### config.mk
export PLATFORM = sky130hd
export DESIGN_NAME = muldiv_iter
export DESIGN_NICKNAME = d
export VERILOG_FILES = /design/src/rtl/muldiv_iter.sv
export SDC_FILE = /design/constraint.sdc
export NUM_CORES = 1
export LEC_CHECK = 0
export ABC_CLOCK_PERIOD_IN_PS = 3600
export BUFFER_PORTS_ARGS = -buffer_cell sky130_fd_sc_hd__buf_2
export CAP_MARGIN = 10
export CORE_MARGIN = 2
export CORE_UTILIZATION = 40
export CTS_BUF_LIST = sky130_fd_sc_hd__clkbuf_4 sky130_fd_sc_hd__clkbuf_8
export CTS_CLUSTER_DIAMETER = 150
export DETAILED_ROUTE_END_ITERATION = 10
export HOLD_SLACK_MARGIN = 0.12
export PLACE_DENSITY_LB_ADDON = 0.15
export REMOVE_ABC_BUFFERS = 1
export SETUP_SLACK_MARGIN = 0.1
export SYNTH_ARGS = -nofsm -noshare
export SYNTH_HDL_FRONTEND = slang
export SYNTH_SLANG_ARGS = --single-unit
### constraint.sdc
create_clock -name clk -period 3.6 [get_ports clk]
set_clock_uncertainty 0.2 [all_clocks]
set_input_delay 0.36 -clock clk [delete_from_list [all_inputs] [get_ports clk]]
set_output_delay 0.36 -clock clk [all_outputs]
set_load 0.02 [all_outputs]
### src/rtl/muldiv_iter.sv
// muldiv_iter: iterative radix-2 multiply/divide unit for the EX-stage HI/LO path.
// Latency: WIDTH+1 edges from accept to the ready_o cycle; divide-by-zero is reported one edge after accept.
// Backpressure: start_i is honoured only in IDLE (busy_o low); requests made while busy are dropped, not queued.
//
// Ports:
//   clk, reset            sole clock, synchronous active-high reset
//   start_i, annul_i      request / abort of an in-flight calculation
//   op_i                  00 mult, 01 multu, 10 div, 11 divu
//   opa_i, opb_i          operands, sampled on the accept edge only
//   result_o              product, or {remainder, quotient}; holds until the next completion
//   ready_o, divzero_o    one-cycle completion pulse and its divide-by-zero qualifier
//   busy_o                operation in flight (stall request)

module muldiv_iter #(
  parameter int WIDTH = 32
) (
  input  logic               clk,
  input  logic               reset,
  input  logic               start_i,
  input  logic               annul_i,
  input  logic [1:0]         op_i,
  input  logic [WIDTH-1:0]   opa_i,
  input  logic [WIDTH-1:0]   opb_i,
  output logic [2*WIDTH-1:0] result_o,
  output logic               ready_o,
  output logic               busy_o,
  output logic               divzero_o
);

  localparam int CNT_W = $clog2(WIDTH) + 1;

  typedef enum logic [1:0] {
    S_IDLE,
    S_CALC,
    S_ZERO,
    S_DONE
  } state_t;

  state_t             state_q,   state_d;
  logic [CNT_W-1:0]   cnt_q,     cnt_d;
  logic [1:0]         op_q,      op_d;
  logic               neg_a_q,   neg_a_d;
  logic               neg_b_q,   neg_b_d;
  // Addend for multiply, divisor for divide (always a magnitude).
  logic [WIDTH-1:0]   opnd_q,    opnd_d;
  // hi: running partial sum (mult) or partial remainder (div), one guard bit.
  // lo: multiplier shifting out / product low half (mult) or dividend shifting
  //     out / quotient shifting in (div). In ZERO it holds the raw dividend.
  logic [WIDTH:0]     hi_q,      hi_d;
  logic [WIDTH-1:0]   lo_q,      lo_d;
  logic [2*WIDTH-1:0] result_q,  result_d;
  logic               ready_q,   ready_d;
  logic               busy_q,    busy_d;
  logic               divzero_q, divzero_d;

  // Operand preparation on the accept edge.
  logic               in_signed;
  logic               in_neg_a;
  logic               in_neg_b;
  logic [WIDTH-1:0]   in_mag_a;
  logic [WIDTH-1:0]   in_mag_b;

  // Iteration datapath.
  logic [WIDTH:0]     mul_sum;
  logic [WIDTH:0]     div_shift;
  logic [WIDTH:0]     div_sub;
  logic               div_ge;
  logic               last_iter;

  // Sign correction at completion.
  logic               sgn_op;
  logic [2*WIDTH-1:0] prod_raw;
  logic [2*WIDTH-1:0] prod_fix;
  logic [WIDTH-1:0]   rem_raw;
  logic [WIDTH-1:0]   rem_fix;
  logic [WIDTH-1:0]   quo_fix;

  always_comb begin
    in_signed = ~op_i[0];
    in_neg_a  = in_signed & opa_i[WIDTH-1];
    in_neg_b  = in_signed & opb_i[WIDTH-1];
    // The most-negative value negates to itself, which read unsigned is the
    // correct magnitude 2^(WIDTH-1).
    in_mag_a  = in_neg_a ? -opa_i : opa_i;
    in_mag_b  = in_neg_b ? -opb_i : opb_i;

    // Multiply: add the multiplicand when the current multiplier bit is set,
    // then shift the whole {hi, lo} pair right by one.
    mul_sum   = hi_q + {1'b0, (lo_q[0] ? opnd_q : {WIDTH{1'b0}})};

    // Restoring divide: bring the next dividend bit into the remainder and
    // subtract the divisor only if it fits.
    div_shift = {hi_q[WIDTH-1:0], lo_q[WIDTH-1]};
    div_ge    = (div_shift >= {1'b0, opnd_q});
    div_sub   = div_shift - {1'b0, opnd_q};

    last_iter = (cnt_q == CNT_W'(WIDTH - 1));

    sgn_op    = ~op_q[0];
    prod_raw  = {hi_q[WIDTH-1:0], lo_q};
    prod_fix  = (sgn_op & (neg_a_q ^ neg_b_q)) ? -prod_raw : prod_raw;
    rem_raw   = hi_q[WIDTH-1:0];
    // Remainder follows the dividend's sign (truncating division).
    rem_fix   = (sgn_op & neg_a_q) ? -rem_raw : rem_raw;
    quo_fix   = (sgn_op & (neg_a_q ^ neg_b_q)) ? -lo_q : lo_q;
  end

  always_comb begin
    state_d   = state_q;
    cnt_d     = cnt_q;
    op_d      = op_q;
    neg_a_d   = neg_a_q;
    neg_b_d   = neg_b_q;
    opnd_d    = opnd_q;
    hi_d      = hi_q;
    lo_d      = lo_q;
    result_d  = result_q;
    ready_d   = 1'b0;
    busy_d    = 1'b0;
    divzero_d = 1'b0;

    unique case (state_q)
      S_IDLE: begin
        if (start_i && !annul_i) begin
          op_d    = op_i;
          neg_a_d = in_neg_a;
          neg_b_d = in_neg_b;
          cnt_d   = '0;
          busy_d  = 1'b1;
          if (op_i[1] && (opb_i == '0)) begin
            state_d = S_ZERO;
            lo_d    = opa_i;
          end else begin
            state_d = S_CALC;
            hi_d    = '0;
            opnd_d  = op_i[1] ? in_mag_b : in_mag_a;
            lo_d    = op_i[1] ? in_mag_a : in_mag_b;
          end
        end
      end

      S_CALC: begin
        if (annul_i) begin
          state_d = S_IDLE;
        end else begin
          busy_d = 1'b1;
          if (op_q[1]) begin
            hi_d = div_ge ? div_sub : div_shift;
            lo_d = {lo_q[WIDTH-2:0], div_ge};
          end else begin
            hi_d = {1'b0, mul_sum[WIDTH:1]};
            lo_d = {mul_sum[0], lo_q[WIDTH-1:1]};
          end
          cnt_d = cnt_q + CNT_W'(1);
          if (last_iter) begin
            state_d = S_DONE;
          end
        end
      end

      S_ZERO: begin
        result_d  = {lo_q, {WIDTH{1'b1}}};
        ready_d   = 1'b1;
        divzero_d = 1'b1;
        state_d   = S_IDLE;
      end

      S_DONE: begin
        result_d = op_q[1] ? {rem_fix, quo_fix} : prod_fix;
        ready_d  = 1'b1;
        state_d  = S_IDLE;
      end

      default: begin
        state_d = S_IDLE;
      end
    endcase
  end

  always_ff @(posedge clk) begin
    if (reset) begin
      state_q   <= S_IDLE;
      cnt_q     <= '0;
      op_q      <= '0;
      neg_a_q   <= 1'b0;
      neg_b_q   <= 1'b0;
      opnd_q    <= '0;
      hi_q      <= '0;
      lo_q      <= '0;
      result_q  <= '0;
      ready_q   <= 1'b0;
      busy_q    <= 1'b0;
      divzero_q <= 1'b0;
    end else begin
      state_q   <= state_d;
      cnt_q     <= cnt_d;
      op_q      <= op_d;
      neg_a_q   <= neg_a_d;
      neg_b_q   <= neg_b_d;
      opnd_q    <= opnd_d;
      hi_q      <= hi_d;
      lo_q      <= lo_d;
      result_q  <= result_d;
      ready_q   <= ready_d;
      busy_q    <= busy_d;
      divzero_q <= divzero_d;
    end
  end

  assign result_o  = result_q;
  assign ready_o   = ready_q;
  assign busy_o    = busy_q;
  assign divzero_o = divzero_q;

endmodule

# Yosys cells after proc, flatten, opt, wreduce, memory -nomap -nowiden
# Cells that the tools add are included.
totals:
  register_bits: 176
  output_inout_bits: 67
  word_cells: 84
  inputBits: 70
classes:
  magnitude_cmp: 1
  mux: 34
  n_bitwise: 8
  addsub: 8
  n_reduce_logical: 13
  eq_ne: 8
ops:
  columns: ["operator", "count"]
  rows:
  - ["$mux W32", 11]
  - ["$mux W33", 5]
  - ["$mux W64", 2]
  - ["$neg A32 Y32", 4]
  - ["$pmux W64 S2", 1]
  - ["$pmux W33 S2", 1]
  - ["$neg A64 Y64", 1]
  - ["$pmux W32 S2", 1]
  - ["$add A33 B32 Y33", 1]
  - ["$ge A33 B32 Y1", 1]
  - ["$sub A33 B32 Y33", 1]
  - ["$logic_not A32 Y1", 1]
  - ["$mux W6", 2]
  - ["$pmux W6 S2", 1]
  - ["$mux W2", 4]
  - ["$add A6 B1 Y6 const B", 1]
  - ["$eq A6 B5 Y1 const B", 1]
  - ["$ne A2 B2 Y1 const B", 3]
  - ["$pmux W2 S3", 1]
  - ["$reduce_and A3 Y1", 2]
  - ["$and A1 B1 Y1", 4]
  - ["$eq A2 B2 Y1 const B", 2]
  - ["$mux W1", 4]
  - ["$reduce_and A2 Y1", 2]
  - ["11 further kinds", 15]

# Logic depth before layout (Yosys ltp)
depth:
  depth_word: 7
  mapped_depth: 14
  depth_no_buf: 13

# Least setup slack after synthesis
# No wires, ideal clock.
synth_path:
  path_kind: "reg-to-reg"
  from: "register lo_q[0]"
  to: "register hi_q[27]"
  path_stages_with_launch: 14
  t_required_ps: 3278
  arrival_time_ps: 3127
  path_buffers: 1
  setup_slack_ps: 151
  setup_time_ps: 122
  period_less_slack_ps: 3449
  path_cell_list: "dfxtp_1 -> inv_1 -> clkbuf_1 -> nor2_1 -> ha_1 -> a211o_1 -> a2111oi_0 -> nand3_1 -> nand2_1 -> o21ba_2 -> o41ai_1 -> a311o_1 -> xor2_1 -> a221o_1"
synth_via:
  elab_chain_cells: 5
synth_rtl:
  columns: ["item", "line", "source"]
  rows:
  - ["start: declaration", "50", "logic [WIDTH-1:0] lo_q, lo_d;"]
  - ["start signal: assignment", "202", "lo_q <= lo_d;"]
  - ["$mux W32", "89", "mul_sum = hi_q + {1'b0, (lo_q[0] ? opnd_q : {WIDTH{1'b0}})};"]
  - ["$add A33 B32 Y33", "89", null]
  - ["$mux W33", "147", "if (op_q[1]) begin"]
  - ["$mux W33", "143", "if (annul_i) begin"]
  - ["$pmux W33 S2", "122", "unique case (state_q)"]
  - ["end signal: assignment", "201", "hi_q <= hi_d;"]
  - ["end: declaration", "49", "logic [WIDTH:0] hi_q, hi_d;"]
# No other way between the ends. The select of a mux whose other input is x is not followed.
# A chain may end at the register's enable or synchronous reset.

# Worst setup path in the final report
layout_path:
  from: "register lo_q[0]"
  to: "register hi_q[31]"
# Same word-level chain as after synthesis.

==> metrics.csv <==
metric,value,unit
status,completed,
clk slew on worst S/H paths,0.13,ns
Pwr Density,295,nW/um^2
worst slew pin tran,1.23,ns
TritonCTS clock tree,built,
"antenna viol nets, final",0,
maximum VDD drop,0.253,mV
"FFs w/ async S/R, synth",0,%
Vias/cell,6.00,
Placed Cells,2765,
Mean Syn Cell Area,7.24,um^2
synth warn,0,
global route total overflow,0,
Tot GR Track Use,31.7,%
number of synthesized register bits,176,
worst endpoint required time,3.86,ns
Initial Util,40.6,%
IO Port Bufs,136,
DRT iter0 DRCs,1737,
Post-synth EDFFs,0,
kind of critical path,flop to flop,
mapped cell area,15300,um^2
Wirelength per Cell,22.7,um
die area,39800,um^2
die width,200,um
Final Slew Violations,0,
met2 usage,50.2,%
worst skew pair latency,0.53,ns
fill count,3977,
Max-Cap Viols,0,
Root Buffer,clkbuf_8,
area of the multi-input gates,11000,um^2
crit path time final,3.45,ns
leading register cell type out of synthesis,dfxtp_1,
Die H,200,um
static leakage,7.56,nW
1st-pass router iterations,5,
Yosys cell types,86,
Crit Path Max Fanout,10,
largest area contributor in the netlist,dfxtp_1,
area grow syn2layout,17.9,%
CP arrival,3.70,ns
final cell count without fillers,2808,
Core Area,37700,um^2
unrepaired setup endpoints after global routing,true,
Max Root-Sink Buffers,2,
final setup fails,0,
DRT Wirelength,63700,um
Max Clk Rate,0.290,GHz
met3 Track Usage GR,4.30,%
hold crit path type,input port to flop,
CTS H-tree lvls,4,
final hold violations,0,
Hold Slack,0.164,ns
DRC,0,
Final nets,2425,
number of global-route vias before repair,15900,
"Seq/Total Area, Yosys",23.0,%
first-pass GRT wire length,95500,um
initial antenna violation count,1,
largest cells by area after synthesis,"dfxtp_1 (23%), nor2_1 (6.4%), a21oi_1 (6.4%)",
CP Launch Type,flop,
Antenna Cells,0,
CP endpoint kind,flop,
synthesized netlist cell count,2112,
Clock Sinks,176,
Reg area,3530,um^2
# rows,71,
largest net degree at the start of global routing,87,
Top-Level Pins,137,
Synth top area share,23.0,%
CTS Buf Count,17,
via count,16900,
Final Cycle Share,95.7,%
Slew headroom,17.3,%
Final Wtd Congestion,0.993,
layout cell share with drive strength beyond 1,17.5,%
DP HPWL,50100,um
met1 GRT Util,42.9,%
Top Usage Layer GRT,met2,
-- power breakdown --
| part | switching (W) | internal (W) | leakage (nW) |
|---|---|---|---|
| registers | 0.0000467 | 0.00200 | 1.43 |
| clock network | 0.000919 | 0.000593 | 0.213 |
| logic | 0.00110 | 0.000661 | 5.92 |
-- stage by stage --
step	setup TNS, ns	area (um^2)	util [%]	setup slack, ns	power [W]
floorplan	-53.31	14600	-	-1.00	0.00304
global placement	-0.0286	17300	46.0	-0.0286	0.00379
detailed placement	-0.0891	17300	46.0	-0.0864	0.00380
CTS	0	17800	47.4	0.111	0.00532
global route	0	18000	47.8	0.0293	0.00555
finish	0	18000	47.8	0.155	0.00532
-- final cells by class --
class | instances | share of cell area, %
sequential | 176 | 19.6
multi-input combinational | 1713 | 61.3
clock inverter | 15 | 1.08
clock buffer | 17 | 1.30
tap | 511 | 3.55
inverter | 68 | 1.43
timing repair buffer | 308 | 11.8
-- flip-flops by register name (all words and copies together), names as in the netlist, 2 cells and up --
name / flops
result_o: 64
hi_q: 33
opnd_q: 32
lo_q: 32
state_q: 2
op_q: 2
cnt_q: 6
-- per-layer routing --
layer  vias up  wire length, um
li1       7984                -
met1      8026            27900
met2       712            28700
met3       134             4220
met4         2             2860
met5         -               13
-- synthesized netlist by cell type, drive strengths merged (16+ instances only) --
cell and number:
nor2 262, a21oi 198, nand2 190, dfxtp 176
o21ai 145, clkbuf 117, xnor2 94, xor2 75
ha 69, inv 67, a211oi 62, mux2i 58
nor3 52, buf 38, o22ai 37, nand3 34
o211ai 32, a21o 31, a31oi 29, and2 22
nand4 21, nand2b 20, or4 20, nor3b 18
nor4 18, o31ai 18, or3 18, or2 17
nor2b 16
-- placed cells by master, fill, tap and decap left out, types with 8 or more instances in the layout --
master,netlist,layout
o21ai_0,92,92
buf_2,19,135
and3_1,12,12
ha_1,69,67
nand2b_1,20,20
a211oi_1,62,59
dfxtp_1,176,172
a22oi_1,8,8
a221o_1,8,8
o31ai_1,18,16
buf_12,0,9
or4_1,16,16
o41ai_1,11,9
buf_4,2,156
or2_1,8,8
or3_1,17,17
nor2_1,262,258
nand2_1,189,188
o211ai_1,32,32
nand3_1,34,33
a31oi_1,29,29
clkbuf_8,0,17
nor4_1,14,14
nor2b_1,16,15
inv_1,67,66
and2_1,22,22
o21bai_1,10,9
o21a_1,15,15
xnor2_1,94,94
or2_2,9,9
o21ai_1,52,51
nand4_1,21,21
mux2i_1,58,58
xor2_1,75,75
a22o_1,11,11
a21oi_1,196,195
a21o_1,31,31
nor3b_1,18,18
nor3_1,48,47
o22ai_1,37,36
-- critical path: stages, from the launching register on --
cell and delay [ns]:
dfxtp_2 0.35, inv_4 0.15, buf_12 0.16, nor2_1 0.05, ha_1 0.33, a21o_1 0.20
a21oi_1 0.15, nor2b_1 0.08, or4_1 0.40, a31o_2 0.25, a21oi_1 0.19, mux2_2 0.36
o31a_1 0.30, a211oi_1 0.21
-- cell families after synthesis --
group,after synthesis,share of synthesized area (%)
flip-flops,176,23.0
multiplexers,61,4.02
adder cells (fa/ha/maj),71,5.91
AND/OR/NAND/NOR,732,23.0
AO/OA/AOI/OAI,680,28.5
buffers and inverters,223,5.88
XOR/XNOR,169,9.68
-- timing repair --
action	4_1_cts	5_1_grt
pin swaps	0	10
gates cloned	0	1
setup endpoints to repair	7	27
gates resized for setup	4	27
buffers inserted	1	2
hold buffers	7	0
endpoints found under the hold margin	20	0
-- worst paths after layout --
path	startpoint	endpoint	slack [ns]	depth (start not counted)
worst max register to register	lo_q[0]	hi_q[31]	0.15	13
worst max-delay path	lo_q[0]	hi_q[31]	0.15	13
worst min-delay path	annul_i	cnt_q[0]	0.16	4
worst min register to register	opnd_q[6]	opnd_q[6]	0.25	2
(Power assumes the default switching activity.)
